**src/rtl/clk_sel_controller.sv**
```systemverilog
// clk_sel_controller: drives the select of a downstream glitch-free clock mux.
// When a different clock is requested, the controller first proves that the
// target clock is alive. It then flips sel, waits for the mux to settle, and
// holds for a dwell period before it accepts another request.
//
// Build option: define CLK_SEL_LIVENESS_CHECK_EN to include the CHECK state
// and the tog synchronizers. When it is undefined, IDLE goes straight to
// SETTLE and err_dead is tied low.
//
// Request protocol: req_sel is a level, not a valid/ready handshake. The
// controller samples it only in IDLE, and in CHECK for aborts. busy = 1 means
// changes to req_sel are ignored until the controller returns to IDLE.
module clk_sel_controller #(
    parameter bit RESET_SEL     = 1'b0,
    parameter int ALIVE_EDGES   = 4,
    parameter int ALIVE_TIMEOUT = 64,
    parameter int SETTLE_CYCLES = 8,
    parameter int DWELL_CYCLES  = 16
) (
    input  logic       clk,
    input  logic       reset,
    input  logic       req_sel,
    input  logic       clk0_tog,
    input  logic       clk1_tog,
    output logic       sel,
    output logic       busy,
    output logic       switch_done,
    output logic       err_dead,
    output logic [1:0] dbg_state
);

    typedef enum logic [1:0] {
        ST_IDLE   = 2'd0,
        ST_CHECK  = 2'd1,
        ST_SETTLE = 2'd2,
        ST_HOLD   = 2'd3
    } state_t;

    localparam int MAX_A = (ALIVE_EDGES > ALIVE_TIMEOUT) ? ALIVE_EDGES : ALIVE_TIMEOUT;
    localparam int MAX_B = (SETTLE_CYCLES > DWELL_CYCLES) ? SETTLE_CYCLES : DWELL_CYCLES;
    localparam int MAX_P = (MAX_A > MAX_B) ? MAX_A : MAX_B;
    localparam int CW    = $clog2(MAX_P + 1);

    localparam logic [CW-1:0] C_SETTLE = CW'(SETTLE_CYCLES);
    localparam logic [CW-1:0] C_DWELL  = CW'(DWELL_CYCLES);

    // Counters stick at all-ones instead of wrapping back to zero.
    function automatic logic [CW-1:0] sat_inc(input logic [CW-1:0] v);
        return (v == {CW{1'b1}}) ? v : v + CW'(1);
    endfunction

    state_t        r_state;
    logic          r_sel;
    logic          r_busy;
    logic          r_switch_done;
    logic [CW-1:0] r_cyc_cnt;
    logic [CW-1:0] w_cyc_nx;

    assign w_cyc_nx = sat_inc(r_cyc_cnt);

`ifdef CLK_SEL_LIVENESS_CHECK_EN
    localparam logic [CW-1:0] C_EDGES   = CW'(ALIVE_EDGES);
    localparam logic [CW-1:0] C_TIMEOUT = CW'(ALIVE_TIMEOUT);

    logic          r_t0_s1, r_t0_s2, r_t0_h;
    logic          r_t1_s1, r_t1_s2, r_t1_h;
    logic          r_err_dead;
    logic [CW-1:0] r_edge_cnt;
    logic          w_tgt_edge;
    logic [CW-1:0] w_edge_nx;

    // Two-flop synchronizers plus a history flop for edge detection on each tog.
    always_ff @(posedge clk) begin
        if (reset) begin
            r_t0_s1 <= 1'b0; r_t0_s2 <= 1'b0; r_t0_h <= 1'b0;
            r_t1_s1 <= 1'b0; r_t1_s2 <= 1'b0; r_t1_h <= 1'b0;
        end else begin
            r_t0_s1 <= clk0_tog; r_t0_s2 <= r_t0_s1; r_t0_h <= r_t0_s2;
            r_t1_s1 <= clk1_tog; r_t1_s2 <= r_t1_s1; r_t1_h <= r_t1_s2;
        end
    end

    assign w_tgt_edge = req_sel ? (r_t1_s2 ^ r_t1_h) : (r_t0_s2 ^ r_t0_h);
    assign w_edge_nx  = w_tgt_edge ? sat_inc(r_edge_cnt) : r_edge_cnt;
    assign err_dead   = r_err_dead;
`else
    logic w_unused_tog;
    assign w_unused_tog = clk0_tog ^ clk1_tog;
    assign err_dead     = 1'b0;
`endif

    // Main FSM. All outputs are registered and updated alongside the state.
    always_ff @(posedge clk) begin
        if (reset) begin
            r_state       <= ST_IDLE;
            r_sel         <= RESET_SEL;
            r_busy        <= 1'b0;
            r_switch_done <= 1'b0;
            r_cyc_cnt     <= '0;
`ifdef CLK_SEL_LIVENESS_CHECK_EN
            r_err_dead    <= 1'b0;
            r_edge_cnt    <= '0;
`endif
        end else begin
            r_switch_done <= 1'b0;
            case (r_state)
                ST_IDLE: begin
                    if (req_sel == r_sel) begin
`ifdef CLK_SEL_LIVENESS_CHECK_EN
                        r_err_dead <= 1'b0;
`endif
                    end
`ifdef CLK_SEL_LIVENESS_CHECK_EN
                    else if (!r_err_dead) begin
                        r_state    <= ST_CHECK;
                        r_busy     <= 1'b1;
                        r_cyc_cnt  <= '0;
                        r_edge_cnt <= '0;
                    end
`else
                    else begin
                        r_state   <= ST_SETTLE;
                        r_sel     <= req_sel;
                        r_busy    <= 1'b1;
                        r_cyc_cnt <= '0;
                    end
`endif
                end
`ifdef CLK_SEL_LIVENESS_CHECK_EN
                ST_CHECK: begin
                    r_edge_cnt <= w_edge_nx;
                    r_cyc_cnt  <= w_cyc_nx;
                    if (req_sel == r_sel) begin
                        // Request withdrawn: leave quietly, no error.
                        r_state <= ST_IDLE;
                        r_busy  <= 1'b0;
                    end else if (w_edge_nx >= C_EDGES) begin
                        // Enough edges wins even on the timeout cycle.
                        r_state   <= ST_SETTLE;
                        r_sel     <= req_sel;
                        r_cyc_cnt <= '0;
                    end else if (w_cyc_nx >= C_TIMEOUT) begin
                        r_state    <= ST_IDLE;
                        r_busy     <= 1'b0;
                        r_err_dead <= 1'b1;
                    end
                end
`endif
                ST_SETTLE: begin
                    r_cyc_cnt <= w_cyc_nx;
                    if (w_cyc_nx >= C_SETTLE) begin
                        r_state       <= ST_HOLD;
                        r_switch_done <= 1'b1;
                        r_cyc_cnt     <= '0;
`ifdef CLK_SEL_LIVENESS_CHECK_EN
                        r_err_dead    <= 1'b0;
`endif
                    end
                end
                ST_HOLD: begin
                    r_cyc_cnt <= w_cyc_nx;
                    if (w_cyc_nx >= C_DWELL) begin
                        r_state <= ST_IDLE;
                        r_busy  <= 1'b0;
                    end
                end
                default: begin
                    r_state <= ST_IDLE;
                    r_busy  <= 1'b0;
                end
            endcase
        end
    end

    assign sel         = r_sel;
    assign busy        = r_busy;
    assign switch_done = r_switch_done;
    assign dbg_state   = r_state;

endmodule

```
**config.mk**
```make
export PLATFORM = sky130hd
export DESIGN_NAME = clk_sel_controller
export DESIGN_NICKNAME = d
export VERILOG_FILES = /design/src/rtl/clk_sel_controller.sv
export SDC_FILE = /design/constraint.sdc
export NUM_CORES = 1
export LEC_CHECK = 0
export BUFFER_PORTS_ARGS = -buffer_cell sky130_fd_sc_hd__buf_2
export CAP_MARGIN = 30
export CORE_AREA = 2 2 40 42
export CTS_CLUSTER_DIAMETER = 200
export DETAILED_ROUTE_END_ITERATION = 10
export DIE_AREA = 0 0 42 44
export PLACE_DENSITY = 0.8
export SKIP_LAST_GASP = 1
export SLEW_MARGIN = 10
export SYNTH_ARGS = -nofsm -noshare
export SYNTH_HDL_FRONTEND = slang
export SYNTH_SLANG_ARGS = --single-unit
```
**constraint.sdc**
```tcl
create_clock -name clk -period 1.77 [get_ports clk]
set_input_delay 0.2655 -clock clk [delete_from_list [all_inputs] [get_ports clk]]
set_output_delay 0.2655 -clock clk [all_outputs]
set_load 0.02 [all_outputs]
```
### Yosys cells after proc, flatten, opt, wreduce, memory -nomap -nowiden

Cells that the tools add are included.

* register bits after elaboration: 12
* bits of input ports: 5
* logic and storage cells: 36

* $add $sub $neg: 1
* $lt $le $gt $ge: 2
* eq/ne operators: 7
* multiplexer cells: 12
* bitwise logic cells: 2
* reduce and logical (&&, ||, !) cells: 7

Operators with widths (count)
* 7-bit two-way mux: 3
* 7-bit case mux with 3 select lines: 1
* 7-bit by 1-bit adder with 7-bit output (second input constant): 1
* 7-bit == test (second input constant): 1
* 7-bit by 4-bit >= comparator with 1-bit output (second input constant): 1
* 7-bit by 5-bit >= comparator with 1-bit output (second input constant): 1
* 2-bit two-way mux: 3
* 2-bit inequality test (second input constant): 3
* 2-bit case mux with 3 select lines: 1
* 3-bit AND reduction: 2
* 2-bit == test (second input constant): 2
* 2-bit AND reduction: 2
* 1-bit two-way mux: 3
* 1-bit case mux with 3 select lines: 1
* 3-bit nonzero test: 1
* 2-bit logical NOT: 1
* 1-bit NOT: 2
* 2-bit OR reduction: 1
* 1-bit == test: 1

### Depth between registers and ports, before layout

* depth after elaboration: 5
* gate-level depth with buffers: 6
* mapped depth without buffers: 5

### Worst setup path after synthesis

Ideal clock, no wire load.

* kind: register to register
* start point: register r_cyc_cnt[0]
* end point: register r_cyc_cnt[2]
* arrival: 1365 ps
* slack: 319 ps
* stages on the path, launching flop included: 7
* buffers on the path: 1
* period minus slack after synthesis: 1451 ps
* cell sequence: dfxtp_1 > ha_1 > clkbuf_2 > nand2b_1 > mux2i_2 > nand4_1 > a221oi_2

* cells in the longest elaborated chain, start to end: 5

Ends and longest elaborated chain
* start: declaration: RTL line 56 `logic [CW-1:0] r_cyc_cnt;`
* start signal: assignment: RTL line 150 `r_cyc_cnt <= w_cyc_nx;`
* start signal: assignment: RTL line 161 `r_cyc_cnt <= w_cyc_nx;`
* 7-bit by 1-bit adder with 7-bit output or 7-bit == test (tied branches): RTL line 49 `return (v == {CW{1'b1}}) ? v : v + CW'(1);`
* 7-bit two-way mux (*): RTL line 49
* 7-bit by 4-bit >= comparator with 1-bit output: RTL line 151 `if (w_cyc_nx >= C_SETTLE) begin`
* 7-bit two-way mux: RTL line 151
* 7-bit case mux with 3 select lines (*): RTL line 106 `case (r_state)`

Mark *: on every way between the ends. The rest lies on a longest branch, timed or not.
A chain may end at the register's enable or synchronous reset.

### Final worst setup path

* start point: register r_cyc_cnt[0]
* end point: register r_cyc_cnt[5]

Same word-level chain as after synthesis.

==> run_results.csv <==
group,metric,value,unit
synthesis,async_reset_ff_share,0,%
synthesis,synth_cell_type_count,35,
synthesis,postSynthRegisterBits,12,
critical_path,timing.critical_path.to_type,"flip-flop",
global_routing,grt_overflow_total,0,
timing,final_critical_path_setup_slack,0.213,ns
global_routing,grt_antenna_before_repair,0,
clock_network,tritoncts,"built",
placed_design,dp_hpwl,1060,um
synthesis,synth_enable_flop_cells,0,
drt,drc_errors,0,
critical_path,critPathRequiredTime,1.98,ns
cells_and_area,layout.cells.most_common,"sky130_fd_sc_hd__dfxtp_1",
power,vdd.ir_drop.worst,0.000674,V
power,power_switching,0.154,mW
synthesis,synth_simple_gate_area_share,23.0,%
clock_network,cts_root_buf,"sky130_fd_sc_hd__clkbuf_4",
clock_network,cts_post_setup_buffers_inserted,0,
status,run_status,"finished, final reports clean",
critical_path,timing.setup.critical_path_class,"flip-flop to flip-flop",
power,p_clk_share,38.0,%
synthesis,dominant_combinational_cell_family_by_area_after_synthesis,"compound AO/OA/AOI/OAI gates",
timing,post_layout_min_period,1.56,ns
timing,finalSetupTns,0,ns
timing,fmax,0.642,GHz
cells_and_area,fin_nets,96,
floorplan,ios,11,
global_routing,grt_max_degree,14,
floorplan,design.die.area,1850,um2
cells_and_area,layout_common_cells,"sky130_fd_sc_hd__dfxtp_1 (12), sky130_fd_sc_hd__a21oi_1 (8), sky130_fd_sc_hd__buf_2 (7)",
synthesis,synth.cell_area,689,um2
synthesis,syn_inst,84,
clock_network,clock_input_transition_at_the_sequential_cells_of_the_worst_setup_and_hold_paths,0.08,ns
clock_network,cts_num_sinks,12,
timing,fin_crit_sh,88.0,%
drt,finalWirelength,1500,um
power,power.switching_fraction,26.3,%
synthesis,yosys.area_share.adder,1.81,%
floorplan,rows,14,
drt,num_vias,642,
synthesis,synthesis.area_per_instance,8.21,um2
drt,drt-initial-drc-count,43,
power,fin_total_pwr,0.585,mW
floorplan,die_h,44,um
critical_path,critPathMaxFanout,8,
global_routing,grt_pass1_wl,2420,um
power,seq_power_share,50.6,%
floorplan,core-area,1420,um2
synthesis,synth_net_count,90,
cells_and_area,drive_above_1_share,21.3,%
clock_network,cts_made_buffers,3,
placed_design,placement.io_buffers,7,
synthesis,synthFlopType,"sky130_fd_sc_hd__dfxtp_1",
power,internal_power,0.431,mW
timing,finalClockSkew,0.00162,ns
synthesis,synth_compound_area_share,28.9,%
placed_design,dp_worst_setup_slack,0.174,ns
global_routing,first_global_vias,588,
placed_design,routabilityCongestion,0.874,
clock_network,post_cts_resized,0,
cells_and_area,synthToLayoutAreaGrowth,8.71,%
drt,avgViaCountPerCell,6.11,
clock_network,clk_latency,0.28,ns
cells_and_area,finish.utilization,52.8,%
floorplan,initial_core_utilization,48.6,%
synthesis,synth.mux.area_fraction,2.00,%
drt,routed_wire_length_per_instance,14.3,um
floorplan,die_width,42,um
cells_and_area,number_of_inserted_filler_cells_in_the_final_layout,138,
critical_path,critical_path_arrival,1.77,ns
hold_path,hp-class,"input port to flip-flop",
power,power_density,781,nW/um2
synthesis,synth-xor-area-share,1.27,%
synthesis,ys.warnings.count,0,
cells_and_area,antennaDiodeCount,0,
clock_network,cts-root-to-sink-buffers,2,
drt,drtPass1Iterations,4,
timing,setup_viol,0,
flow_run,cap_violations,0,
timing,timing.final.hold_violations,0,
global_routing,grt_use_total,17.7,%
drt,final_antenna_net_count,0,
synthesis,netlist.area_leader.share,34.8,%
synthesis,netlist_top_cells_area,"sky130_fd_sc_hd__dfxtp_1 (35%), sky130_fd_sc_hd__a21oi_1 (5.8%), sky130_fd_sc_hd__nor3_1 (4.4%)",
timing,drv_slew,0,
clock_network,cts_hold_repair.buffers,0,
clock_network,ctsHtreeMaxLevel,1,
timing,unrepaired_setup_endpoints_after_global_routing,"false",
synthesis,sequential_element_share_of_the_synthesized_area,34.8,%
synthesis,synth.largest_area_cell,"sky130_fd_sc_hd__dfxtp_1",
critical_path,critPathLaunchType,"flip-flop",
power,share_comb_of_total_power,11.4,%
power,total_leakage_power,0.249,nW
## power groups by stage
stage / Combinational (mW) / Clock (mW) / Sequential (mW)
floorplan: 0.0474 / 0 / 0.303
global placement: 0.0645 / 0 / 0.301
detailed placement: 0.0659 / 0 / 0.302
CTS: 0.0665 / 0.226 / 0.296
global route: 0.0730 / 0.238 / 0.299
finish: 0.0667 / 0.223 / 0.296
## Yosys cell counts (2+ instances only)
| cell type | count |
|---|---|
| sky130_fd_sc_hd__nand2_1 | 5 |
| sky130_fd_sc_hd__o41ai_1 | 2 |
| sky130_fd_sc_hd__nand4_1 | 3 |
| sky130_fd_sc_hd__a31oi_1 | 3 |
| sky130_fd_sc_hd__nor2b_1 | 3 |
| sky130_fd_sc_hd__clkbuf_1 | 2 |
| sky130_fd_sc_hd__o211ai_1 | 2 |
| sky130_fd_sc_hd__nor3_1 | 6 |
| sky130_fd_sc_hd__dfxtp_1 | 12 |
| sky130_fd_sc_hd__a21oi_1 | 8 |
| sky130_fd_sc_hd__inv_1 | 3 |
| sky130_fd_sc_hd__nand2b_1 | 3 |
| sky130_fd_sc_hd__buf_2 | 2 |
| sky130_fd_sc_hd__nor2_1 | 5 |
| sky130_fd_sc_hd__nand3_1 | 2 |
| sky130_fd_sc_hd__o21ai_0 | 4 |
## final cells by class
class / count / area (um2) / area share (%)
clock buffer: 4 / 36.3 / 4.84
timing repair buffer: 8 / 42.5 / 5.68
inverter: 3 / 11.3 / 1.50
tap: 16 / 20.0 / 2.67
sequential: 12 / 240 / 32.1
multi-input combinational: 62 / 399 / 53.3
## flip-flops by register name (all words and copies together) (netlist names)
signal	cells
dbg_state	2
sel	1
busy	1
r_cyc_cnt	7
switch_done	1
## stage by stage
stage | std cells | hold WS, ns | cell area [um2]
2_1_floorplan | 84 | 0.402 | 689
3_3_place_gp | 101 | 0.489 | 711
3_5_place_dp | 101 | 0.504 | 711
4_1_cts | 105 | 0.238 | 747
5_1_grt | 105 | 0.259 | 749
6_report | 105 | 0.239 | 749
## final timing paths
path,start,end,slack (ns),depth (start not counted)
max,r_cyc_cnt[0],r_cyc_cnt[5],0.21,5
min,req_sel,sel,0.24,3
max reg2reg,r_cyc_cnt[0],r_cyc_cnt[5],0.21,5
min reg2reg,sel,sel,0.51,2
## layer usage
| layer | GRT usage [%] | vias up | routed length, um |
|---|---|---|---|
| met4 | 8.39 | 0 | 0 |
| met1 | 20.9 | 290 | 659 |
| li1 | - | 324 | - |
| met5 | 0 | - | 0 |
| met3 | 7.92 | 0 | 113 |
| met2 | 27.5 | 28 | 731 |
## worst max-delay path: stages, from the launching register on
cell                       delay [ns]
sky130_fd_sc_hd__dfxtp_1         0.43
sky130_fd_sc_hd__ha_2            0.28
sky130_fd_sc_hd__nand4_1         0.22
sky130_fd_sc_hd__nor2_1          0.24
sky130_fd_sc_hd__o311ai_0        0.14
sky130_fd_sc_hd__a31oi_1         0.18
## kinds of logic after synthesis
kind of cell / count (synthesis)
xor gates and xnor gates: 1
muxes: 1
adders and majority gates: 1
and+or+nand+nor: 30
other: 1
AOI/OAI and AO/OA: 28
DFF: 12
buffers and inverters: 10
(Power assumes the default switching activity.)
